[config.mk]
export PLATFORM = sky130hd
export DESIGN_NAME = fetch_sequencer
export DESIGN_NICKNAME = d
export VERILOG_FILES = /design/src/rtl/fetch_sequencer.sv
export SDC_FILE = /design/constraint.sdc
export NUM_CORES = 1
export LEC_CHECK = 0
export BUFFER_PORTS_ARGS = -buffer_cell sky130_fd_sc_hd__buf_4
export CORE_MARGIN = 5
export CORE_UTILIZATION = 40
export CTS_CLUSTER_SIZE = 24
export DETAILED_ROUTE_END_ITERATION = 8
export PLACE_DENSITY = 0.74
export SETUP_SLACK_MARGIN = 0.4
export SLEW_MARGIN = 40
export SYNTH_ARGS = -nofsm -noshare
export SYNTH_HDL_FRONTEND = slang
export SYNTH_SLANG_ARGS = --single-unit
[constraint.sdc]
create_clock -name clk -period 1.25 [get_ports clk]
set_input_delay 0.0625 -clock clk [delete_from_list [all_inputs] [get_ports clk]]
set_output_delay 0.0625 -clock clk [all_outputs]
set_load 0.01 [all_outputs]
[src/rtl/fetch_sequencer.sv]
// Fetch-stage controller: steers the external PC counter, issues imem req/ack fetches, buffers one instruction for decode.
// Latency: first request two cycles after reset release, instr_valid the cycle after imem_ack, one instruction per two cycles.
// Backpressure: a held instruction stalls fetch until instr_ready; a missing imem_ack holds the request and pulses fetch_fault.
module fetch_sequencer #(
    parameter logic [15:0] TRAP_VECTOR    = 16'h0100,
    parameter int unsigned TIMEOUT_CYCLES = 64
) (
    input  logic        clk,
    input  logic        rst,
    input  logic [15:0] pc,
    output logic        pc_ctrl,
    output logic [15:0] pc_next,
    output logic        imem_req,
    output logic [15:0] imem_addr,
    input  logic        imem_ack,
    input  logic [31:0] imem_rdata,
    output logic        instr_valid,
    output logic [31:0] instr,
    output logic [15:0] instr_pc,
    input  logic        instr_ready,
    input  logic        redirect_valid,
    input  logic [15:0] redirect_target,
    input  logic        trap_valid,
    output logic        fetch_fault
);

    localparam int CW = (TIMEOUT_CYCLES > 2) ? $clog2(TIMEOUT_CYCLES) : 1;
    localparam logic [CW-1:0] CNT_LAST = CW'(TIMEOUT_CYCLES - 1);

    typedef enum logic [1:0] {BOOT, REQ, HOLD, DRAIN} state_t;

    state_t        state;
    logic [CW-1:0] wait_cnt;
    logic          redir;
    logic [15:0]   target;
    logic [15:0]   fetch_pc;
    logic          advance;

    // Trap entry outranks a branch/jump redirect in the same cycle.
    always_comb begin
        redir    = trap_valid | redirect_valid;
        target   = trap_valid ? TRAP_VECTOR : redirect_target;
        fetch_pc = redir ? target : pc;
        advance  = (state == REQ) && imem_ack && !redir;
        pc_ctrl  = 1'b1;
        pc_next  = pc;
        if (rst) begin
            pc_next = 16'h0000;
        end else if (redir) begin
            pc_next = target;
        end else if (advance) begin
            pc_ctrl = 1'b0;
        end
    end

    always_ff @(posedge clk) begin
        if (rst) begin
            state       <= BOOT;
            imem_req    <= 1'b0;
            imem_addr   <= 16'h0000;
            instr_valid <= 1'b0;
            instr       <= 32'h0000_0000;
            instr_pc    <= 16'h0000;
            fetch_fault <= 1'b0;
            wait_cnt    <= '0;
        end else begin
            fetch_fault <= 1'b0;
            case (state)
                BOOT: begin
                    state     <= REQ;
                    imem_req  <= 1'b1;
                    imem_addr <= fetch_pc;
                end
                REQ: begin
                    if (imem_ack) begin
                        if (redir) begin
                            imem_addr <= target;
                        end else begin
                            instr       <= imem_rdata;
                            instr_pc    <= imem_addr;
                            instr_valid <= 1'b1;
                            imem_req    <= 1'b0;
                            state       <= HOLD;
                        end
                    end else if (redir) begin
                        state <= DRAIN;
                    end
                end
                // Old fetch must complete before the bus can be reused; its data is dropped.
                DRAIN: begin
                    if (imem_ack) begin
                        state     <= REQ;
                        imem_addr <= fetch_pc;
                    end
                end
                HOLD: begin
                    if (redir || (instr_valid && instr_ready)) begin
                        instr_valid <= 1'b0;
                        imem_req    <= 1'b1;
                        imem_addr   <= fetch_pc;
                        state       <= REQ;
                    end
                end
                default: state <= BOOT;
            endcase

            // Request is never withdrawn on timeout; fault is purely a report.
            if (!imem_req || imem_ack) begin
                wait_cnt <= '0;
            end else if (wait_cnt == CNT_LAST) begin
                wait_cnt    <= '0;
                fetch_fault <= 1'b1;
            end else begin
                wait_cnt <= wait_cnt + 1'b1;
            end
        end
    end

endmodule

# After elaboration in Yosys (flattened, before gate mapping)
# Cells that the tools add are included.
word_totals:
  regBits: 75
  latch_bits: 0
  mem_bits_rw: 0
  romBits: 0
  input_bits: 70
  mem_count: 0
classes:
  addsub: 1
  mul: 0
  div: 0
  n_lt_le_gt_ge: 0
  n_eq_ne: 11
  shifts: 0
  mux: 26
  bitwise_logic: 2
  n_reduce_logical: 17
ops:
  columns: ["op", "count"]
  rows:
  - ["two-way mux 16 bit", 7]
  - ["one-hot mux 16 bit (4 select lines)", 1]
  - ["AND reduction 4 bit", 4]
  - ["two-way mux 1 bit", 10]
  - ["two-way mux 2 bit", 5]
  - ["!= test 2 bit, second input constant", 5]
  - ["one-hot mux 2 bit (4 select lines)", 1]
  - ["adder 6 x 1 -> 6 bit, second input constant", 1]
  - ["== test 6 bit, second input constant", 1]
  - ["!= test 3 bit, second input constant", 2]
  - ["== test 2 bit, second input constant", 2]
  - ["logical AND 1 bit", 3]
  - ["one-hot mux 1 bit (3 select lines)", 1]
  - ["AND reduction 3 bit", 1]
  - ["nonzero test 3 bit", 1]
  - ["OR reduction 3 bit", 1]
  - ["== test 2 x 1 -> 1 bit, second input constant", 1]
  - ["zero test 1 bit", 2]
  - ["zero test 2 bit", 1]
  - ["logical OR 1 bit", 2]
  - ["one-hot mux 1 bit (2 select lines)", 1]
  - ["nonzero test 2 bit", 1]
  - ["OR reduction 2 bit", 1]
  - ["inverter 1 bit", 1]
  - ["bitwise OR 1 bit", 1]

# Longest topological paths before layout
# Gate-level depths: netlist (run 1).
depth:
  depth_word: 6
  depth_mapped: 7
  ltp_nobuf: 5

# Worst setup path before layout (run 1)
# OpenSTA, ideal clock, no wires.
synth_path:
  path_type: "reg2reg"
  from: "register state[0]"
  to: "register instr[15]"
  arrival_ns: 1.209
  t_required_ns: 1.107
  slack_ns: -0.102
  stages_incl_launch_ff: 8
  n_path_buf: 3
  period_less_slack_ns: 1.352
  cell_sequence: "dfxtp_1 nor2b_2 buf_6 nand3_2 buf_2 buf_2 nand2_1 a21oi_2"
synth_via:
  elab_chain_len: 2
synth_rtl:
  columns: ["item", "line", "source"]
  rows:
  - ["start: declaration", "32", "state_t state;"]
  - ["start signal: assignment", "58", "state <= BOOT;"]
  - ["start signal: assignment", "70", "state <= REQ;"]
  - ["start signal: assignment", "83", "state <= HOLD;"]
  - ["== test 2 x 1 -> 1 bit", "68", "case (state)"]
  - ["AND reduction 3 bit (no source line)", null, null]
  - ["end signal: assignment", "79", "instr <= imem_rdata;"]
  - ["end: declaration", "18", "output logic [31:0] instr,"]
# No other way between the ends.
# A chain may end at the register's enable or synchronous reset.

# Worst setup path after layout (run 1)
layout_path:
  from: "register state[1]"
  to: "register imem_addr[6]"
layout_via:
  elab_chain_len: 3
layout_rtl:
  columns: ["item", "line", "source"]
  rows:
  - ["== test 2 x 1 -> 1 bit or == test 2 bit (tied branches)", "68", null]
  - ["!= test 2 bit (no source line)", null, null]
  - ["AND reduction 4 bit (no source line)", null, null]
  - ["end signal: assignment", "72", "imem_addr <= fetch_pc;"]
  - ["end signal: assignment", "77", "imem_addr <= target;"]
  - ["end signal: assignment", "93", "imem_addr <= fetch_pc;"]
  - ["end: declaration", "14", "output logic [15:0] imem_addr,"]
# Parallel ways exist; a longest one is shown, timed or not.

==> metrics, run 1 <==
status=complete, but fails checks; failing checks=setup timing; gr usage total=23.9%; cell internal pwr=4.10 mW; relative slew slack=78.1%; most common cell after layout, fill and taps aside=buf_4; antenna violations before repair=0; startpoint types=register; first-pass GRT wire length=21.5 mm; Finished Cell Area=6910 um^2; Hold Vio Cnt, Final=0; Sum Neg Setup Slack=-7.67 ns; Clk pwr share=30.6%; largest net degree at the start of global routing=30; endpoints failing setup=66; Max H-tree Level=3; Starting Density=41.4%; Critical Path, Cell by Cell=nor2b_4, a32o_2, clkbuf_16, a211o_1, a21oi_2; worst setup slack after layout=-0.211 ns; Die ar.=11100 um^2; commonest non-fill, non-tap cells in the layout=buf_4, buf_6, nand2_1; ANT nets after route=0; RSZ-0062 raised after global routing=yes; FP Rows=34; P_sw=1.60 mW; Gate Count Post-Synth=412; pre-CTS WS=-0.160 ns; WS Path Type=reg2reg; Post-Route WL=14.0 mm; Worst-Skew Late Latency=0.35 ns; Layout area overhead=90.3%; initial drt markers=237; number of synthesized register bits=75; critical path's top delay family=compound AO/OA/AOI/OAI gates; min cycle time layout=1.46 ns; via count=4020; CP Data Required Time=1.53 ns; pwr/cell area=825 nW/um^2; asr flop ratio synth=0%; clock sinks=75; HP Class=in2reg; Ports=154; number of synthesized flops with an enable pin=0; met1 WL=5.30 mm; Worst EP arrival=1.74 ns; wire length on met3=907 um; RePlAce Congestion=0.783; switching share of power=28.1%; CP peak stage delay=0.38 ns; ANT cells=0; 1st-pass router iterations=5; clk buf depth=2; CP endpoint kind=register; worst slew pin tran=0.329 ns; Slew Limit Fails=0; Lkg Pwr=2.77 nW; crit path max fanout=14; Gate power share=25.2%; Num CTS Buffers=9; Unique masters post-synth=36; Layout Nets=714; Clock transition at path regs=0.08 ns; CTS tree=done; fillcell total=525; Core Region=8760 um^2; # DRC=0; Synth Area per Inst=8.81 um^2; metal2 WL=7.29 mm; sequential element share of the synthesized area=41.4%; GRT Residual Overflow=0; Reg power frac=44.2%; DR vias/cell=5.32; IO Port Bufs=153; Crit-path slowest cell=dfxtp_4; FMAX=685 MHz; Mapped Area=3630 um^2; Syn. warnings=0; total of max-cap violations=0; drt wl/cell=18.5 um; skew final=0.0139 ns; CTS root buf=clkbuf_8; chip width=105 um; CP Buf/Inv Count=1; vias in the first global route=4188; syn nets=483; top_reg_cell synth=dfxtp_1; VDD IR-drop max=0.711 mV; post-detail-place hpwl=7.46 mm; layout cells sized above 1=72.1%; DR top layer=met4; final period utilization=117%; Core Util, Final=78.8%; DP Area=5060 um^2; DIE HEIGHT=105 um
## worst min-delay path, cell delays in order
cell and delay, ns:
buf_4 0.12, nand3_1 0.06, a211o_1 0.11, a21oi_1 0.06
## registers in the layout, summed over array words and instances (netlist names)
signal,flops
instr,32
imem_addr,16
instr_pc,16
wait_cnt,6
state,2
fetch_fault,1
imem_req,1
instr_valid,1
## worst paths after layout
kind                                       to  depth (start not counted)   startpoint  slack, ns
worst min register to register    wait_cnt[0]                          1  wait_cnt[0]       0.44
worst max register to register   imem_addr[6]                          5     state[1]      -0.21
worst min-delay path            imem_addr[11]                          4       pc[11]       0.09
worst max-delay path             imem_addr[6]                          5     state[1]      -0.21
## repair_timing
item / 4_1_cts / 5_1_grt
endpoints found under the setup margin: 158 / 159
hold buffers: 32 / 0
hold endpoints to repair: 32 / 0
pin swaps: 20 / 10
buffers inserted: 25 / 15
gates resized for setup: 187 / 40
gates cloned: 8 / 3
## stage by stage
step / hold slack, ns / cells / power, mW
3_3_place_gp: 0.309 / 657 / 3.50
5_1_grt: 0.107 / 756 / 5.91
2_1_floorplan: 0.189 / 412 / 3.09
6_report: 0.0921 / 756 / 5.70
3_5_place_dp: 0.313 / 657 / 3.52
4_1_cts: 0.0715 / 738 / 5.60
## routing by layer
metal  track usage (%)  vias to the layer above
met2              43.6                      175
met3              5.99                       48
met4              8.68                        0
met5                 0                        -
li1                  -                     1853
met1              26.6                     1944
## cell usage after synthesis, types with 2 or more instances
| library cell | count | area, um^2 |
|---|---|---|
| buf_12 | 6 | 120 |
| dfxtp_1 | 75 | 1500 |
| nand3_1 | 19 | 95.1 |
| buf_2 | 8 | 40.0 |
| o21ai_0 | 9 | 45.0 |
| a21oi_1 | 18 | 90.1 |
| nor3_1 | 2 | 10.0 |
| xnor2_1 | 3 | 26.3 |
| nand2_2 | 48 | 300 |
| mux2i_1 | 16 | 160 |
| nand2_1 | 68 | 255 |
| a211o_1 | 15 | 131 |
| and3_1 | 2 | 12.5 |
| nor2_1 | 25 | 93.8 |
| xor2_1 | 2 | 17.5 |
| nand2b_1 | 2 | 12.5 |
| clkbuf_1 | 13 | 48.8 |
| inv_1 | 2 | 7.51 |
| o21ai_1 | 8 | 40.0 |
| a21oi_2 | 49 | 429 |
| buf_4 | 4 | 30.0 |
| buf_6 | 4 | 45.0 |
## cells by family (layout without fill, tap and decap cells)
kind of cell               after synthesis  count (layout)  share of synthesized area (%)
DFF                                     75              75                           41.4
and+or+nand+nor                        173             173                           23.2
xor gates and xnor gates                 5               5                           1.21
AOI/OAI and AO/OA                      104             104                           21.4
muxes                                   16              16                           4.41
adders and majority gates                1               1                          0.345
buffers and inverters                   38             274                           8.13
## power by group through the flow
| stage | Combinational (mW) | Sequential [mW] | Clock [mW] |
|---|---|---|---|
| 2_1_floorplan | 0.513 | 2.58 | 0 |
| 3_3_place_gp | 0.932 | 2.56 | 0 |
| 3_5_place_dp | 0.949 | 2.57 | 0 |
| 4_1_cts | 1.32 | 2.51 | 1.77 |
| 5_1_grt | 1.52 | 2.52 | 1.87 |
| 6_report | 1.44 | 2.52 | 1.74 |
## area by class of cell
class	instances	area, um^2	share of cell area (%)
clock buffer	12	156	2.26
tap	108	135	1.96
timing repair buffer	255	2770	40.1
inverter	3	11.3	0.163
clock inverter	4	23.8	0.344
multi-input combinational	299	2210	31.9
sequential	75	1600	23.2
No activity file was read; power rests on OpenSTA's default activity.
==> run 2, diff against run 1 <==
--- a/config.mk
+++ b/config.mk
@@ -7,10 +7,10 @@
 export LEC_CHECK = 0
 export BUFFER_PORTS_ARGS = -buffer_cell sky130_fd_sc_hd__buf_4
 export CORE_MARGIN = 5
-export CORE_UTILIZATION = 40
+export CORE_UTILIZATION = 43
 export CTS_CLUSTER_SIZE = 24
 export DETAILED_ROUTE_END_ITERATION = 8
-export PLACE_DENSITY = 0.74
+export PLACE_DENSITY = 0.78
 export SETUP_SLACK_MARGIN = 0.4
 export SLEW_MARGIN = 40
 export SYNTH_ARGS = -nofsm -noshare
==> run 2 against run 1 <==
Effect of this change: the flow still finishes with violations (setup timing); cell count up 2.8%; die area down 6.3%; critical path type unchanged; largest cell class unchanged; clock skew down 0.0096 ns; critical endpoint is now imem_addr[15]; non-clock buffer count up 27; via count up 9.4%; sequential share of layout area down 1.6 points; combinational power up 9.7%.
==> metrics, run 2 (synthesis gave the netlist of run 1 again) <==
Sum Neg Setup Slack=-13.46 ns; Die ar.=10400 um^2; CTS root buf=clkbuf_8; FP Rows=33; Layout Nets=741; Lkg Pwr=3.01 nW; WS Path Type=reg2reg; FMAX=648 MHz; worst setup slack after layout=-0.293 ns; clock sinks=75; CP Data Required Time=1.51 ns; RePlAce Congestion=0.855; startpoint types=register; crit path max fanout=8; critical path's top delay family=compound AO/OA/AOI/OAI gates; ANT nets after route=0; 1st-pass router iterations=5; pre-CTS WS=-0.133 ns; post-detail-place hpwl=7.26 mm; Top Registers=instr: 32 flops, imem_addr: 16 flops, instr_pc: 16 flops; Reg with most FFs=instr; DIE HEIGHT=102 um; status=complete, but fails checks; GRT Residual Overflow=0; Worst Hold Depth=4; VDD IR-drop max=0.762 mV; Core Region=8220 um^2; endpoints failing setup=69; HP Class=in2reg; failing checks=setup timing; Clock transition at path regs=0.08 ns; CP Buf/Inv Count=2; Pwr Total=5.90 mW; CP peak stage delay=0.36 ns; Hold Vio Cnt, Final=0; Finished Cell Area=7430 um^2; Reg power frac=42.7%; DP Area=5030 um^2; ANT cells=0; initial drt markers=258; # DRC=0; Worst EP arrival=1.81 ns; non-filler instance count after layout=777; clk buf depth=2; total of max-cap violations=0; gr usage total=27.4%; vias in the first global route=4254; Post-Route WL=17.9 mm; Starting Density=44.2%; Core Util, Final=90.4%; relative slew slack=75.6%; final period utilization=123%; antenna violations before repair=0; min cycle time layout=1.54 ns; DR vias/cell=5.66; largest net degree at the start of global routing=54; Ports=154; Crit-path slowest cell=dfxtp_4; Layout area overhead=105%; WHS=0.111 ns; critical path depth=6; Max H-tree Level=3; P_sw=1.71 mW; Num CTS Buffers=9; first-pass GRT wire length=21.9 mm; max reg flops=32; layout cells sized above 1=77.1%; commonest non-fill, non-tap cells in the layout=buf_4, buf_6, dfxtp_2; Worst-Skew Late Latency=0.35 ns; RSZ-0062 raised after global routing=yes; chip width=102 um; CP endpoint kind=register; Slew Limit Fails=0; Critical Path, Cell by Cell=buf_6, or2b_4, buf_12, nand3_1, a211o_1, a21oi_1; IO Port Bufs=153; R2R depth=6; pwr/cell area=794 nW/um^2; Gate power share=26.8%; via count=4397; placed insts=652; drt wl/cell=23.1 um; cell internal pwr=4.19 mW; skew final=0.00427 ns; worst slew pin tran=0.362 ns; switching share of power=29.0%; Clk pwr share=30.5%; CTS tree=done; most common cell after layout, fill and taps aside=buf_4
==> run 2: layout make-up <==
cell class / count / area [um^2]
multi-input cells: 299 / 2500
fillers: 326 / 787
well taps: 105 / 131
flip-flops and latches: 75 / 1610
clock inverters: 3 / 42.5
inverters: 3 / 11.3
repair buffers: 282 / 3010
clock buffers: 10 / 128
==> run 2: worst reg2reg max path, delay by kind of cell (launching register included) <==
| family | cells | cell delay [ns] |
|---|---|---|
| AOI/OAI and AO/OA | 2 | 0.48 |
| buffers and inverters | 2 | 0.27 |
| and+or+nand+nor | 2 | 0.35 |
| DFF | 1 | 0.36 |
==> run 2: what timing repair did <==
| action | in CTS | in global routing |
|---|---|---|
| buffers inserted | 43 | 24 |
| hold buffers | 32 | 0 |
| endpoints found under the setup margin | 156 | 158 |
| gates cloned | 10 | 3 |
| pin swaps | 32 | 61 |
| hold endpoints to repair | 32 | 0 |
| gates resized for setup | 217 | 82 |
==> run 2: routing by layer <==
metal / part of all wire (%) / routed length, um / up-vias / track usage [%]
met1: 35 / 6340 / 2174 / 30.1
met2: 54 / 9620 / 251 / 51.2
li1: - / - / 1914 / -
met3: 7.3 / 1300 / 58 / 7.71
met5: 0 / 0 / - / 0
met4: 3.7 / 665 / 0 / 7.97
==> run 2: worst paths after layout <==
check,start,end,slack [ns]
min,pc[14],imem_addr[14],0.11
min reg2reg,instr_pc[8],instr_pc[8],0.47
max reg2reg,state[0],imem_addr[15],-0.29
max,state[0],imem_addr[15],-0.29
==> run 2: power by group through the flow <==
stage                     registers, mW  clock network [mW]  logic [mW]
after floorplan                    2.58                   0       0.513
after global placement             2.56                   0       0.924
after detailed placement           2.57                   0       0.936
after CTS                          2.51                1.76        1.34
after global routing               2.53                1.88        1.64
final                              2.52                1.80        1.58
==> run 3, diff against run 2 <==
--- a/config.mk
+++ b/config.mk
@@ -10,6 +10,7 @@
 export CORE_UTILIZATION = 43
 export CTS_CLUSTER_SIZE = 24
 export DETAILED_ROUTE_END_ITERATION = 8
+export MAX_ROUTING_LAYER = met4
 export PLACE_DENSITY = 0.78
 export SETUP_SLACK_MARGIN = 0.4
 export SLEW_MARGIN = 40
==> run 3 against run 2 <==
Effect of this change: power shrank 0.28%; largest power group unchanged; fmax shrank 0.34%; first-iteration DRC count shrank 12%; sequential share of layout area shrank 0.057 points; via count shrank 0.66%; routed wire length shrank 2.7%; worst setup slack lost 0.0052 ns; utilization grew 0.17 points; the run still ends with setup timing left; combinational power is essentially flat.
==> metrics, run 3 (synthesis gave the netlist of run 1 again) <==
Reg with most FFs=instr; status=complete, but fails checks; Starting Density=44.2%; RePlAce Congestion=0.868; ANT cells=0; 1st-pass router iterations=5; worst slew pin tran=0.366 ns; Post-Route WL=17.4 mm; startpoint types=register; DP Area=5030 um^2; WHS=0.0975 ns; WS Path Type=reg2reg; pre-CTS WS=-0.133 ns; min cycle time layout=1.55 ns; crit path max fanout=17; endpoints failing setup=69; CP endpoint kind=register; RSZ-0062 raised after global routing=yes; Die ar.=10400 um^2; FMAX=646 MHz; layout cells sized above 1=77.3%; gr usage total=28.2%; most common cell after layout, fill and taps aside=buf_4; max reg flops=32; CTS tree=done; Sum Neg Setup Slack=-13.34 ns; Layout Nets=742; Top Registers=instr: 32 flops, imem_addr: 16 flops, instr_pc: 16 flops; CTS root buf=clkbuf_8; fillcell total=318; # DRC=0; CP peak stage delay=0.37 ns; total of max-cap violations=0; Ports=154; relative slew slack=75.6%; GRT Residual Overflow=0; Multi-input gate area=2510 um^2; antenna violations before repair=0; Layout area overhead=105%; DR vias/cell=5.61; drt wl/cell=22.4 um; first-pass GRT wire length=21.9 mm; Lkg Pwr=3.01 nW; initial drt markers=226; Finished Cell Area=7440 um^2; IO Port Bufs=153; chip width=102 um; Crit-path slowest cell=dfxtp_4; Num CTS Buffers=9; pwr/cell area=790 nW/um^2; largest net degree at the start of global routing=54; clk buf depth=2; Critical Path, Cell by Cell=nor2b_4, buf_6, buf_12, o21ai_0, a211o_1, a21oi_1; ANT nets after route=0; HP Class=in2reg; CP Data Required Time=1.52 ns; commonest non-fill, non-tap cells in the layout=buf_4, buf_6, dfxtp_2; FF/Latch Area=1600 um^2; skew final=0.00626 ns; VDD IR-drop max=0.576 mV; via count=4368; clock sinks=75; vias in the first global route=4254; FP Rows=33; Slew Limit Fails=0; failing checks=setup timing; DIE HEIGHT=102 um; Worst-Skew Late Latency=0.35 ns; post-detail-place hpwl=7.26 mm; Worst R2R Setup Slack=-0.30 ns; Clock transition at path regs=0.08 ns; final period utilization=124%; Worst EP arrival=1.82 ns; Core Region=8220 um^2; Hold Vio Cnt, Final=0; worst setup slack after layout=-0.299 ns; Max H-tree Level=3
-- run 3: changes by cell type in the layout (fill, tap and decap cells not counted) --
cell,previous run,this run
buf_6,93,92
nand3_1,12,10
a21oi_1,15,14
dfxtp_2,65,64
nand3_2,4,6
a21oi_2,52,53
buf_4,128,130
nand2_2,47,46
dfxtp_1,4,5
nand2_1,41,42
-- run 3: layout make-up --
| cell class | count | share of cell area (%) |
|---|---|---|
| repair buffers | 283 | 40.5 |
| multi-input cells | 299 | 33.8 |
| flip-flops and latches | 75 | 21.5 |
| well taps | 105 | 1.77 |
| clock buffers | 10 | 1.71 |
| clock inverters | 3 | 0.572 |
| inverters | 3 | 0.151 |
-- run 3: power by group --
| part | switching, mW | total (mW) | internal, mW |
|---|---|---|---|
| sequential | 0.0657 | 2.52 | 2.46 |
| clock | 0.906 | 1.79 | 0.888 |
| combinational | 0.719 | 1.57 | 0.849 |
-- run 3: through the flow --
stage          total power [mW]  utilization [%]  std cells
2_1_floorplan              3.09                -        412
3_3_place_gp               3.49             61.3        652
3_5_place_dp               3.50             61.3        652
4_1_cts                    5.61             83.3        750
5_1_grt                    6.05             90.6        778
6_report                   5.88             90.6        778
-- run 3: timing repair --
item / in CTS / in global routing
pin swaps: 32 / 69
setup endpoints to repair: 156 / 158
gates resized for setup: 217 / 82
cloned: 10 / 3
hold endpoints to repair: 32 / 0
setup buffers: 43 / 25
hold buffers: 32 / 0
-- run 3: per-layer routing --
layer | GRT usage, % | part of all wire (%)
met1 | 30.4 | 36
met5 | - | 0
met2 | 51.3 | 53
met3 | 7.17 | 6.7
met4 | 7.97 | 4.3
-- run 3: worst paths after layout --
path | startpoint | cells after the start | end
setup / recovery | state[0] | 6 | imem_addr[3]
hold / removal | pc[6] | 4 | imem_addr[6]
hold reg to reg | instr[27] | 2 | instr[27]
setup reg to reg | state[0] | 6 | imem_addr[3]
-- run 3: critical path: cells and delay by family (launching register included) --
family	cells	cell delay (ns)
compound gates	3	0.66
flops	1	0.37
buf+inv	2	0.27
simple gates	1	0.18
